[config.mk]
export PLATFORM = sky130hd
export DESIGN_NAME = fetch_unit
export DESIGN_NICKNAME = d
export VERILOG_FILES = /design/src/rtl/fetch_pkg.sv /design/src/rtl/fetch_loader.sv /design/src/rtl/fetch_unit.sv
export SDC_FILE = /design/constraint.sdc
export NUM_CORES = 1
export LEC_CHECK = 0
export CORE_AREA = 2 2 102 104
export CTS_CLUSTER_DIAMETER = 30
export CTS_CLUSTER_SIZE = 14
export DETAILED_ROUTE_END_ITERATION = 12
export DIE_AREA = 0 0 104 106
export PLACE_DENSITY_LB_ADDON = 0.08
export SLEW_MARGIN = 20
export SYNTH_ARGS = -nofsm -noshare
export SYNTH_HDL_FRONTEND = slang
export SYNTH_SLANG_ARGS = --single-unit
export TNS_END_PERCENT = 30
[constraint.sdc]
create_clock -name clock -period 5.6 [get_ports clock]
set_clock_uncertainty 0.1 [all_clocks]
set_input_delay 0.56 -clock clock [delete_from_list [all_inputs] [get_ports clock]]
set_output_delay 0.56 -clock clock [all_outputs]
set_load 0.05 [all_outputs]
[src/rtl/fetch_pkg.sv]
// Shared encodings for the instruction-fetch stage and its boot loader.
package fetch_pkg;
   typedef enum logic [1:0] {
      ST_IDLE = 2'd0,
      ST_LOAD = 2'd1,
      ST_RUN  = 2'd2,
      ST_ERR  = 2'd3
   } state_t;

   localparam logic [31:0] NOP_WORD = 32'h0000_0013;
endpackage

[src/rtl/fetch_loader.sv]
// Boot-loader write path: word counter and instmemory write-port drive while in LOAD.
module fetch_loader
   import fetch_pkg::*;
#(
   parameter int DEPTH = 32
) (
   input  logic        clock,
   input  logic        reset,
   input  logic        i_active,
   input  logic        i_valid,
   input  logic        i_last,
   input  logic [31:0] i_data,
   output logic        o_ready,
   output logic        o_we,
   output logic [31:0] o_wreg,
   output logic [31:0] o_wdata,
   output logic        o_done
);
   localparam int AW = $clog2(DEPTH);

   logic [AW-1:0] r_cnt;
   logic          w_accept;

   assign w_accept = i_active & i_valid;
   // The final slot ends the load even without load_last so the counter never wraps.
   assign o_done   = w_accept & (i_last | (r_cnt == AW'(DEPTH - 1)));
   assign o_ready  = i_active;
   assign o_we     = w_accept;
   assign o_wreg   = 32'(r_cnt);
   assign o_wdata  = i_data;

   always_ff @(posedge clock or posedge reset) begin
      if (reset) begin
         r_cnt <= '0;
      end else if (!i_active || o_done) begin
         r_cnt <= '0;
      end else if (w_accept) begin
         r_cnt <= r_cnt + 1'b1;
      end
   end
endmodule

[src/rtl/fetch_unit.sv]
// Instruction-fetch stage: PC, IF pipeline registers and the IDLE/LOAD/RUN/ERR control FSM.
//   state | meaning
//   IDLE  | post-reset, decides between loading a program and running
//   LOAD  | streaming a program into instmemory through the loader
//   RUN   | fetching one instruction per unstalled cycle
//   ERR   | redirect went out of range; waits for reset or a new load
module fetch_unit
   import fetch_pkg::*;
#(
   parameter int DEPTH    = 32,
   parameter int RESET_PC = 0
) (
   input  logic        clock,
   input  logic        reset,
   input  logic        load_start,
   input  logic        load_valid,
   input  logic [31:0] load_data,
   input  logic        load_last,
   output logic        load_ready,
   output logic [31:0] imem_addr,
   input  logic [31:0] imem_instr,
   output logic [31:0] imem_wreg,
   output logic [31:0] imem_wdata,
   output logic        imem_we,
   input  logic        stall,
   input  logic        redirect,
   input  logic [31:0] redirect_target,
   output logic        if_valid,
   output logic [31:0] if_instr,
   output logic [31:0] if_pc,
   output logic        fault
);
   localparam int            AW     = $clog2(DEPTH);
   localparam logic [AW-1:0] PC_RST = AW'(RESET_PC);

   state_t        r_state;
   logic [AW-1:0] r_pc;
   logic [AW-1:0] r_if_pc;
   logic [31:0]   r_if_instr;
   logic          r_if_valid;
   logic          r_fault;

   logic          w_loading;
   logic          w_load_done;
   logic          w_target_oob;
   logic [AW-1:0] w_pc_inc;

   assign w_loading    = (r_state == ST_LOAD);
   assign w_target_oob = (redirect_target >= 32'(DEPTH));
   assign w_pc_inc     = (r_pc == AW'(DEPTH - 1)) ? '0 : r_pc + 1'b1;

   fetch_loader #(.DEPTH(DEPTH)) u_loader (
      .clock    (clock),
      .reset    (reset),
      .i_active (w_loading),
      .i_valid  (load_valid),
      .i_last   (load_last),
      .i_data   (load_data),
      .o_ready  (load_ready),
      .o_we     (imem_we),
      .o_wreg   (imem_wreg),
      .o_wdata  (imem_wdata),
      .o_done   (w_load_done)
   );

   always_ff @(posedge clock or posedge reset) begin
      if (reset) begin
         r_state    <= ST_IDLE;
         r_pc       <= PC_RST;
         r_if_pc    <= '0;
         r_if_instr <= '0;
         r_if_valid <= 1'b0;
         r_fault    <= 1'b0;
      end else begin
         case (r_state)
            ST_IDLE: r_state <= load_start ? ST_LOAD : ST_RUN;
            ST_LOAD: begin
               if (w_load_done) begin
                  r_state    <= ST_RUN;
                  r_pc       <= PC_RST;
                  r_if_valid <= 1'b0;
               end
            end
            ST_RUN: begin
               if (load_start) begin
                  r_state    <= ST_LOAD;
                  r_if_valid <= 1'b0;
               end else if (redirect) begin
                  // Redirect inserts a bubble even under stall; out-of-range targets park in ERR.
                  r_if_valid <= 1'b0;
                  if (w_target_oob) begin
                     r_state <= ST_ERR;
                     r_fault <= 1'b1;
                  end else begin
                     r_pc <= redirect_target[AW-1:0];
                  end
               end else if (!stall) begin
                  r_if_instr <= imem_instr;
                  r_if_pc    <= r_pc;
                  r_if_valid <= 1'b1;
                  r_pc       <= w_pc_inc;
               end
            end
            ST_ERR: begin
               if (load_start) begin
                  r_state <= ST_LOAD;
                  r_fault <= 1'b0;
               end
            end
            default: r_state <= ST_IDLE;
         endcase
      end
   end

   assign imem_addr = 32'(r_pc);
   assign if_valid  = r_if_valid;
   assign if_instr  = r_if_instr;
   assign if_pc     = 32'(r_if_pc);
   assign fault     = r_fault;
endmodule

# After elaboration in Yosys (flattened, before gate mapping)
# Cells that the tools add are included.
dict set report op_classes {
  addsub 2
  multipliers 0
  n_div 0
  magnitude_cmp 1
  eq_ne 15
  shifts 0
  muxes 26
  bitwise 6
  n_reduce_logical 11
}
# op count
set op_table {}
lappend op_table {{$mux W5} 8}
lappend op_table {{$ge A32 B6 Y1 const B} 1}
lappend op_table {{$mux W2} 6}
lappend op_table {{$ne A3 B3 Y1 const B} 4}
lappend op_table {{$add A5 B1 Y5 const B} 2}
lappend op_table {{$eq A5 B5 Y1 const B} 2}
lappend op_table {{$ne A2 B2 Y1 const B} 5}
lappend op_table {{$pmux W5 S2} 1}
lappend op_table {{$reduce_and A5 Y1} 2}
lappend op_table {{$mux W1} 8}
lappend op_table {{$pmux W2 S4} 1}
lappend op_table {{$reduce_and A4 Y1} 2}
lappend op_table {{$reduce_bool A2 Y1} 3}
lappend op_table {{$eq A2 B2 Y1 const B} 2}
lappend op_table {{$ne A4 B4 Y1 const B} 1}
lappend op_table {{$pmux W1 S2} 2}
lappend op_table {{$not A1 Y1} 3}
lappend op_table {{$reduce_and A3 Y1} 1}
lappend op_table {{$and A1 B1 Y1} 2}
lappend op_table {{$eq A2 B1 Y1 const B} 1}
lappend op_table {{$logic_not A2 Y1} 1}
lappend op_table {{$logic_not A1 Y1} 1}
lappend op_table {{$logic_or A1 B1 Y1} 1}
lappend op_table {{$or A1 B1 Y1} 1}
dict set report totals {
  regBits 51
  latchBits 0
  ram_bits 0
  rom_bits 0
  out_inout_bits 164
  elab_cells 68
  mem_count 0
}

# Logic depth before layout (Yosys ltp)
dict set report logic_depth {
  depth_word 6
  ltp_mapped 8
  mapped_depth_nobuf 8
}

# By module
# A second synthesis with hierarchy kept.
dict set report hier_totals {
  cells_unflattened 318
  hier_area_um2 3335.7
}
# module instances cells_per_inst area_per_inst_um2
set by_module_without_submodules {}
lappend by_module_without_submodules {fetch_unit 1 225 2573.7}
lappend by_module_without_submodules {fetch_loader 1 93 762.0}

# Worst setup path after synthesis
# OpenSTA, ideal clock, no wires.
dict set report synth_timing {
  path_type {reg2reg}
  from {register u_loader.r_cnt[0]}
  to {register r_pc[0]}
  setup_time_ns 0.075
  arrival_time_ns 2.133
  required_time_ns 5.425
  setup_slack_ns 3.292
  path_stages_with_launch 9
  path_cell_list {dfrtp_1 > ha_1 > and3_1 > ha_1 > o21ai_0 > nand2_1 > o21ai_0 > or3_4 > o2bb2ai_2}
}
dict set report synth_via {
  elab_chain_cells 5
}
# element line
set synth_lines {}
lappend synth_lines {{start, declared} fetch_loader.sv:21} ;# logic [AW-1:0] r_cnt;
lappend synth_lines {{start signal, assigned} fetch_loader.sv:38} ;# r_cnt <= r_cnt + 1'b1;
lappend synth_lines {{$eq A5 B5 Y1} fetch_loader.sv:26} ;# assign o_done = w_accept & (i_last | (r_cnt == AW'(DEPTH - 1)));
lappend synth_lines {{$or A1 B1 Y1} fetch_loader.sv:26}
lappend synth_lines {{$and A1 B1 Y1} fetch_loader.sv:26}
lappend synth_lines {{$ne A2 B2 Y1 (no line)} n/a}
lappend synth_lines {{$reduce_and A5 Y1 (no line)} n/a}
lappend synth_lines {{end signal, assigned} fetch_unit.sv:95} ;# r_pc <= redirect_target[AW-1:0];
lappend synth_lines {{end signal, assigned} fetch_unit.sv:101} ;# r_pc <= w_pc_inc;
lappend synth_lines {{end, declared} fetch_unit.sv:37} ;# logic [AW-1:0] r_pc;
# No other way between the ends.
# A chain may end at the register's enable or synchronous reset.

# Worst setup path after layout
dict set report layout_timing {
  from {input port load_valid}
  to {output port imem_we}
}
dict set report layout_via {
  elab_chain_cells 1
}
# element line
set layout_lines {}
lappend layout_lines {{start, declared} fetch_unit.sv:16} ;# input logic load_valid,
lappend layout_lines {{$and A1 B1 Y1} fetch_loader.sv:24} ;# assign w_accept = i_active & i_valid;
lappend layout_lines {{end, declared} fetch_unit.sv:24} ;# output logic imem_we,
# No other way between the ends.

==> results_dict.tcl <==
set metrics [dict create \
    async_flop_share 1.00 \
    slew_headroom 0.555 \
    holdPathStages 1 \
    powerDensity_mw_per_mm2 536 \
    final_common_cell "clkdlybuf4s50_1" \
    crit_path_max_incr_delay_ns 0.79 \
    rsz0062_at_grt "no" \
    num-nets-final 502 \
    worst_setup_path_start_kind "primary input" \
    drv_slew 0 \
    worstHoldEndpoint "r_if_pc[3]$_DFFE_PP0P_" \
    crit_type "in2out" \
    cp-end-kind "output port" \
    drt_iter0_markers 53 \
    cts_root_buf "clkbuf_8" \
    fmax_ghz 0.358 \
    cts_tree "yes" \
    cpMostUsedCell "clkdlybuf4s50_1" \
    syn_inst 300 \
    synth_area_mm2 0.00321 \
    final_util 0.415 \
    ant_nets 0 \
    wl_per_cell_um 13.6 \
    path_clk_slew_ns 0.09 \
    grt_pass1_wl_mm 11.0 \
    cp.required_ns 4.94 \
    cts_setup_buffers 0 \
    hold_viol 0 \
    final_cell_mix "121 x clkdlybuf4s50_1, 81 x conb_1, 51 x dfrtp_1" \
    run_status "finished, final reports clean" \
    drv_cap 0 \
    top_usage_layer "met2" \
    core_area_mm2 0.0100 \
    yosys.area.top_type "dfrtp_1" \
    cts_buffers 5 \
    place_hpwl_mm 5.57 \
    initial_utilization 0.321 \
    io_pins 267 \
    worstRegToRegCells 6 \
    grtUsageTotal 0.125 \
    hp-start "r_if_pc[3]$_DFFE_PP0P_" \
    synth_top_area_frac 0.398 \
    nFillCells 954 \
    path_buf_inv 2 \
    holdBufCountCts 0 \
    post_drt_via_cell_ratio 4.12 \
    drt_pre_antenna_iters 4 \
    num_rows 37 \
    port_buffers 121 \
    synth-main-ff-cell "dfrtp_1" \
    post-route-min-period_ns 2.79 \
    place_area_mm2 0.00402 \
    netlist_top_cells_area "dfrtp_1 40%, buf_4 26%, mux2_2 14%, ha_1 3.1%, nand3_1 1.2%" \
    stdcell_area_mm2 0.00415 \
    htreeDepth 2 \
    num_vias 2173 \
    tightest_slew_ns 0.667 \
    met2_usage 0.215 \
    worstHoldPathType "reg2reg" \
    routabilityCongestion 0.769 \
    antenna_cells 0 \
    met1_usage 0.149 \
    tns_ns 0 \
    worstPathArrival_ns 2.13 \
    path_max_fanout 9 \
    min_period_over_period 0.499 \
    seq_area_frac_synth 0.398 \
    chipHeight_um 106 \
    regToRegSetupSlack_ns 3.12 \
    power.leakage_uw 0.00184 \
    critPathSlowestCell "clkdlybuf4s50_1" \
    synth_edf_count 0 \
    grt_use_met3 0.0460 \
    drive_gt1_frac 0.138 \
    timing.rr.start "r_state[0]$_DFFE_PP0P_" \
    yosysWarnings 0 \
    die_x_um 104 \
    clk_latency_ns 0.30 \
    drc 0 \
    drt-total-wl_mm 7.15 \
    cts_max_path_buffers 2 \
    cts_resized 0 \
    dieArea_mm2 0.0110 \
    grt_max_degree 52 \
    finalSetupViolCount 0 \
    peakVddDrop_uv 215 \
    timing.rr.end "if_instr[26]$_DFFE_PP0P_" \
    grt_remaining_overflow 0 \
    netlist-cell-type-count 37 \
    antenna_found_initial 0 \
    area_growth_syn_to_layout_pct 29.5 \
    grt_pass1_vias 2074 \
    synth_area_per_cell_um2 10.7 \
    yosys_register_bits 51 \
    crit_family "buffers and inverters" \
    worstPathCellList "clkdlybuf4s50_1 > and2_1 > clkdlybuf4s50_1" \
    numClockSinks 51 \
]
cells by family after synthesis:
group	share of synthesized area
simple gates	0.0722
other cells	0.00117
fa+ha+maj	0.0312
flops	0.398
xor+xnor	0.0109
mux	0.143
buf+inv	0.283
compound gates	0.0601
registers in the layout, summed over array words and instances, names as in the netlist:
| name | cells |
|---|---|
| if_instr | 32 |
| r_if_pc | 5 |
| r_pc | 5 |
| u_loader.r_cnt | 5 |
| r_state | 2 |
| fault | 1 |
| if_valid | 1 |
cell usage after synthesis (2+ instances only):
| library cell | number |
|---|---|
| a211oi_1 | 2 |
| nor2_1 | 5 |
| buf_4 | 113 |
| nand2_1 | 6 |
| nand2b_1 | 3 |
| nor4_1 | 5 |
| mux2i_1 | 2 |
| mux2_2 | 39 |
| buf_2 | 5 |
| a21boi_0 | 3 |
| and3_1 | 2 |
| xor2_1 | 3 |
| o21ai_0 | 4 |
| a31oi_1 | 3 |
| nand4_1 | 2 |
| o2bb2ai_1 | 3 |
| inv_1 | 8 |
| and2_1 | 2 |
| ha_1 | 8 |
| a21oi_1 | 5 |
| nand3_1 | 8 |
| nor3_1 | 4 |
| dfrtp_1 | 51 |
power breakdown:
part / total (µW) / internal [µW] / switching, µW
Sequential: 622 / 522 / 99.8
Clock: 250 / 131 / 119
Combinational: 1350 / 471 / 884
metrics by stage:
stage	setup slack, ns	hold slack (ns)	instances	power [µW]
after floorplan	3.29	0.459	380	1660
after CTS	2.80	0.415	526	2250
after detailed placement	2.49	0.396	519	1990
after global placement	2.55	0.391	519	1990
final	2.81	0.411	527	2230
after global routing	2.67	0.432	527	2340
cell type report:
| type | count | area (µm²) | share of cell area |
|---|---|---|---|
| well taps | 136 | 170 | 0.0410 |
| flip-flops and latches | 51 | 1280 | 0.307 |
| clock buffers | 6 | 72.6 | 0.0175 |
| multi-input cells | 202 | 1330 | 0.320 |
| inverters | 8 | 30.0 | 0.00723 |
| repair buffers | 123 | 1250 | 0.300 |
| clock inverters | 1 | 30.0 | 0.00723 |
how the worst max path moves through the flow:
stage / start / endpoint / slack, ns / cells after the start
6_report: load_valid / imem_we / 2.81 / 3
5_1_grt: r_state[1]$_DFFE_PP0P_ / imem_we / 2.67 / 4
4_1_cts: load_valid / imem_we / 2.80 / 3
3_5_place_dp: redirect / if_instr[14]$_DFFE_PP0P_ / 2.49 / 5
3_3_place_gp: redirect / if_instr[22]$_DFFE_PP0P_ / 2.55 / 5
2_1_floorplan: u_loader.r_cnt[0]$_DFFE_PP0P_ / r_pc[0]$_DFFE_PP0P_ / 3.29 / 8
layer usage:
layer	part of all wire	routed length, µm	up-vias
met1	0.39	2810	1030
met3	0.087	625	7
met4	0.0088	63	0
li1	-	-	1002
met5	0	0	-
met2	0.51	3650	134
Power figures use the tool's default switching activity.
==> patch 1, RTL diff (same settings) <==
The 4 states of `state_t` get a one-hot encoding in 4 bits.
--- a/src/rtl/fetch_pkg.sv
+++ b/src/rtl/fetch_pkg.sv
@@ -1,10 +1,10 @@
 // Shared encodings for the instruction-fetch stage and its boot loader.
 package fetch_pkg;
-   typedef enum logic [1:0] {
-      ST_IDLE = 2'd0,
-      ST_LOAD = 2'd1,
-      ST_RUN  = 2'd2,
-      ST_ERR  = 2'd3
+   typedef enum logic [3:0] {
+      ST_IDLE = 4'b0001,
+      ST_LOAD = 4'b0010,
+      ST_RUN  = 4'b0100,
+      ST_ERR  = 4'b1000
    } state_t;
 
    localparam logic [31:0] NOP_WORD = 32'h0000_0013;
Behaviour: no difference found for any inputs over 4 cycles, from zero or initial values and one cycle with reset high; so few cycles prove little.
==> patch 1 against the unedited design <==
  * Via count is 0.60% lower
  * Non-clock buffer count stayed put
  * Routed wire length fell by 2.1%
  * Sequential cell count up 2
  * Setup slack got worse by 0.13 ns
  * Total power decreased by 14%
  * Sequential power fell by 2%
  * Register-to-register slack gained 0.24 ns
  * Largest power group unchanged
  * Design area shrank 1.2%
  * Area after synthesis stayed put
  * Synthesized cell count down 0.67%
==> patch 1: results (changes against the unedited design) <==
dr.pass1.iters: 4  # unchanged
yosysWarnings: 0  # unchanged
routed_wl_mm: 7.00  # -2.1%
status: "finished, final reports clean"
synth_fa_ha_area_share_pct: 1.56  # -1.6 points
synth-xor-area-share_pct: 0.820  # -0.27 points
power_density_nw_per_um2: 464  # -13%
grt_max_degree: 54  # +3.8%
leakagePower_nw: 1.89  # +3.1%
slowest_stage: "clkdlybuf4s50_1"
synth_cell_types: 39  # +5.4%
drt_iter0_drc: 33  # -38%
m1WireLength_mm: 2.69  # -4.3%
htreeDepth: 2  # unchanged
ctsResizeCount: 0  # unchanged
gp_congestion: 0.763  # -0.72%
n_fill_cell: 1000  # +4.8%
layout.nets: 497  # -1.0%
synth_common_cells: "buf_4 (113), dfrtp_1 (52), mux2_2 (35)"
grt_usage_pct: 12.5  # +0.062 points
drive_gt1_share_pct: 13.3  # -0.51 points
cp_data_arrival_time_ns: 2.27  # +0.14 ns
cpPeakStageDelay_ns: 0.82  # +0.03 ns
preCtsSetupSlack_ns: 2.75  # +0.257 ns
grt_first_pass_wirelength_mm: 11.1  # +1.3%
synth_compound_area_share_pct: 5.66  # -0.35 points
vias_per_cell: 4.10  # -0.60%
grt_pass1_vias: 2227  # +7.4%
dpl_cell_area_um2: 4010  # -0.44%
synthMuxAreaShare_pct: 13.3  # -1.0 points
clock_latency_ns: 0.30  # about the same
fin_cells: 527  # unchanged
peakVddDrop_v: 0.000260  # +21%
dp_hpwl_mm: 5.36  # -3.8%
ys_seq_area_share_pct: 41.4  # +1.6 points
synthTopCellsByArea: "dfrtp_1 (41%), buf_4 (26%), mux2_2 (12%), ha_1 (1.6%), buf_6 (1.4%)"
tightest_slew_ns: 0.700  # +0.0326 ns
synth-async-reset-ratio_pct: 100  # unchanged
hp-class: "reg -> reg"
wl_met3_um: 826  # +32%
cts_buffer_depth: 2  # unchanged
diodes: 0  # unchanged
clk_pin_slew_worst_paths_ns: 0.09  # about the same
synth.avg_cell_area_um2: 10.8  # +0.67%
route.met2.wl_mm: 3.37  # -7.7%
[patch 1: kinds of logic (layout without fill, tap and decap cells)]
group,count (synthesis),in the layout
buf+inv,122,135
fa+ha+maj,4,4
simple gates,50,50
compound gates,27,27
xor+xnor,3,3
flops,53,53
other cells,1,81
mux,38,38
[patch 1: worst register-to-register path: cells and delay by family (launching register included)]
kind,cells,cell delay (ns)
muxes,1,0.42
buffers and inverters,1,0.48
DFF,1,0.49
and+or+nand+nor,3,0.65
[patch 1: per-layer routing]
metal,up-vias,global-route usage [%]
met5,-,0
met3,18,6.50
met2,113,20.8
met4,0,3.57
li1,1000,-
met1,1029,14.2
[patch 1: power by group]
group / total (mW) / internal, mW / switching, mW
Clock: 0.228 / 0.101 / 0.127
Sequential: 0.607 / 0.515 / 0.0914
Combinational: 1.07 / 0.363 / 0.707
[patch 1: path summary, 6_finish.rpt]
| kind | from | to | slack (ns) | depth (start not counted) |
|---|---|---|---|---|
| worst min register to register | if_valid | if_valid | 0.40 | 1 |
| min in group asynchronous | reset | if_instr[11] | 0.65 | 3 |
| worst max register to register | r_state[1] | if_instr[6] | 3.36 | 5 |
| worst max-delay path | r_state[3] | load_ready | 2.67 | 4 |
| max in group asynchronous | reset | r_pc[2] | 4.27 | 3 |
| worst min-delay path | if_valid | if_valid | 0.40 | 1 |
[patch 1: area by class of cell]
| class | instances | share of cell area [%] |
|---|---|---|
| sequential | 53 | 32.4 |
| multi-input combinational | 203 | 30.9 |
| timing repair buffer | 123 | 29.9 |
| tap | 136 | 4.15 |
| clock buffer | 6 | 2.01 |
| inverter | 4 | 0.366 |
| clock inverter | 2 | 0.336 |
==> patch 2, RTL diff (same flow settings) <==
Without the edit above. `DEPTH` is set to 32 in 2 places; all go to 16.
--- a/src/rtl/fetch_loader.sv
+++ b/src/rtl/fetch_loader.sv
@@ -2,7 +2,7 @@
 module fetch_loader
    import fetch_pkg::*;
 #(
-   parameter int DEPTH = 32
+   parameter int DEPTH = 16
 ) (
    input  logic        clock,
    input  logic        reset,
--- a/src/rtl/fetch_unit.sv
+++ b/src/rtl/fetch_unit.sv
@@ -7,7 +7,7 @@
 module fetch_unit
    import fetch_pkg::*;
 #(
-   parameter int DEPTH    = 32,
+   parameter int DEPTH    = 16,
    parameter int RESET_PC = 0
 ) (
    input  logic        clock,
Function: changed (a bounded check fails within 4 cycles, from zero or initial values and one cycle with reset high).
==> patch 2 against the unedited design <==
  * Sequential cell count decreased by 3
  * Setup slack got worse by 0.0057 ns
  * Total power decreased by 5.2%
  * Combinational power decreased by 3%
  * Routed wire length decreased by 12%
  * Highest routed layer unchanged
  * Area after synthesis decreased by 2.7%
  * Design area decreased by 4.5%
==> patch 2: results (changes against the unedited design) <==
status: "finished, final reports clean"
htreeDepth: 2  # unchanged
crit_fanout: 7  # -2
vias_per_cell: 3.96  # -4.1%
n_fill_cell: 1004  # +5.2%
rr_worst_depth: 6  # unchanged
clock_latency_ns: 0.29
numCtsBuffers: 5  # unchanged
port_buffers: 118  # -2.5%
synth.avg_cell_area_um2: 10.8  # +0.70%
ys_seq_area_share_pct: 38.5  # -1.3 points
place_inst: 508  # -2.1%
ctsHoldBuffers: 0  # unchanged
relSlewSlack_pct: 43.5  # -12 points
yosysWarnings: 0  # unchanged
synth_top_flop_cell: "dfrtp_1"
setup_tns_ns: 0  # unchanged
gp_congestion: 0.773  # +0.49%
hp-class: "reg -> reg"
synthTopCellsByArea: "dfrtp_1 (38%), buf_4 (28%), mux2_1 (13%), ha_1 (2.4%), nor4_4 (1.4%)"
wl_per_cell_um: 12.2  # -9.9%
drive_gt1_share_pct: 5.00  # -8.8 points
dpl_cell_area_um2: 3880  # -3.6%
ctsRootBufferMaster: "clkbuf_8"
diodes: 0  # unchanged
post_cts.repair.setup_buffers: 0  # unchanged
cts_buffer_depth: 2  # unchanged
reg2reg_setup_slack_ns: 3.14  # +0.02 ns
routed_wl_mm: 6.31  # -12%
dp_hpwl_mm: 4.92  # -12%
hold_depth: 1  # unchanged
leakagePower_nw: 1.78  # -3.1%
drt_iter0_drc: 35  # -34%
holdPathEnd: "if_instr[20]"
grt_usage_pct: 11.2  # -1.3 points
grt_pass1_vias: 1929  # -7.0%
antenna_found_initial: 0  # unchanged
r2r-start: "r_state[0]"
worstHoldStart: "if_instr[20]"
synth-async-reset-ratio_pct: 100  # unchanged
synth_common_cells: "buf_4 (116), dfrtp_1 (48), mux2_1 (36)"
whs_ns: 0.389  # -0.0214 ns
layout.nets: 488  # -2.8%
synth_cell_types: 41  # +11%
ctsResizeCount: 0  # unchanged
rr_endpoint: "if_instr[0]"
peakVddDrop_v: 0.000234  # +8.7%
largest_reg_flops: 32  # unchanged
grt_max_degree: 49  # -5.8%
grt_first_pass_wirelength_mm: 9.91  # -9.9%
==> patch 2: worst max-delay path, stage by stage, from the launching register on <==
cell             delay (ns)
dfrtp_1                0.46
inv_1                  0.11
ha_1                   0.22
inv_1                  0.12
nor2_1                 0.11
clkdlybuf4s50_1        0.81
==> patch 2: how the worst max path moves through the flow <==
stage	from	endpoint	slack (ns)	cells after the start
finish	r_state[1]	imem_we	2.80	5
CTS	r_state[1]	imem_we	2.76	5
global route	r_state[1]	imem_we	2.65	5
global placement	redirect	if_instr[5]	2.86	5
detailed placement	redirect	if_instr[10]	2.83	5
floorplan	r_state[1]	imem_we	3.08	4
==> patch 2: cell families after synthesis <==
kind of cell	count (synthesis)	synth area share, %
buf+inv	131	30.4
flops	48	38.5
mux	37	13.5
simple gates	36	8.34
compound gates	28	5.89
fa+ha+maj	6	2.41
xor+xnor	3	0.842
other cells	1	0.120
==> patch 2: layer usage <==
layer,vias up,wire length (µm),GRT usage [%]
met1,953,2460,13.0
li1,951,-,-
met4,0,90,3.96
met3,10,526,3.49
met2,127,3230,19.5
met5,-,0,0
==> patch 2: layout make-up <==
cell class                      instances  area (µm²)  area share, %
Sequential cell                        48        1200           30.3
Tap cell                              136         170           4.29
Clock inverter                          3        18.8          0.473
Multi-Input combinational cell        194        1280           32.3
Inverter                               12        46.3           1.17
Clock buffer                            5        68.8           1.73
Timing Repair Buffer                  118        1180           29.8
==> patch 2: metrics by stage <==
stage / total power [mW] / setup slack (ns)
2_1_floorplan: 1.60 / 3.08
3_3_place_gp: 1.92 / 2.86
3_5_place_dp: 1.92 / 2.83
4_1_cts: 2.14 / 2.76
5_1_grt: 2.23 / 2.65
6_report: 2.11 / 2.80
==> patch 2: where the power goes <==
part           switching (mW)  internal (mW)
registers              0.0927          0.497
clock network           0.120         0.0874
logic                   0.876          0.438
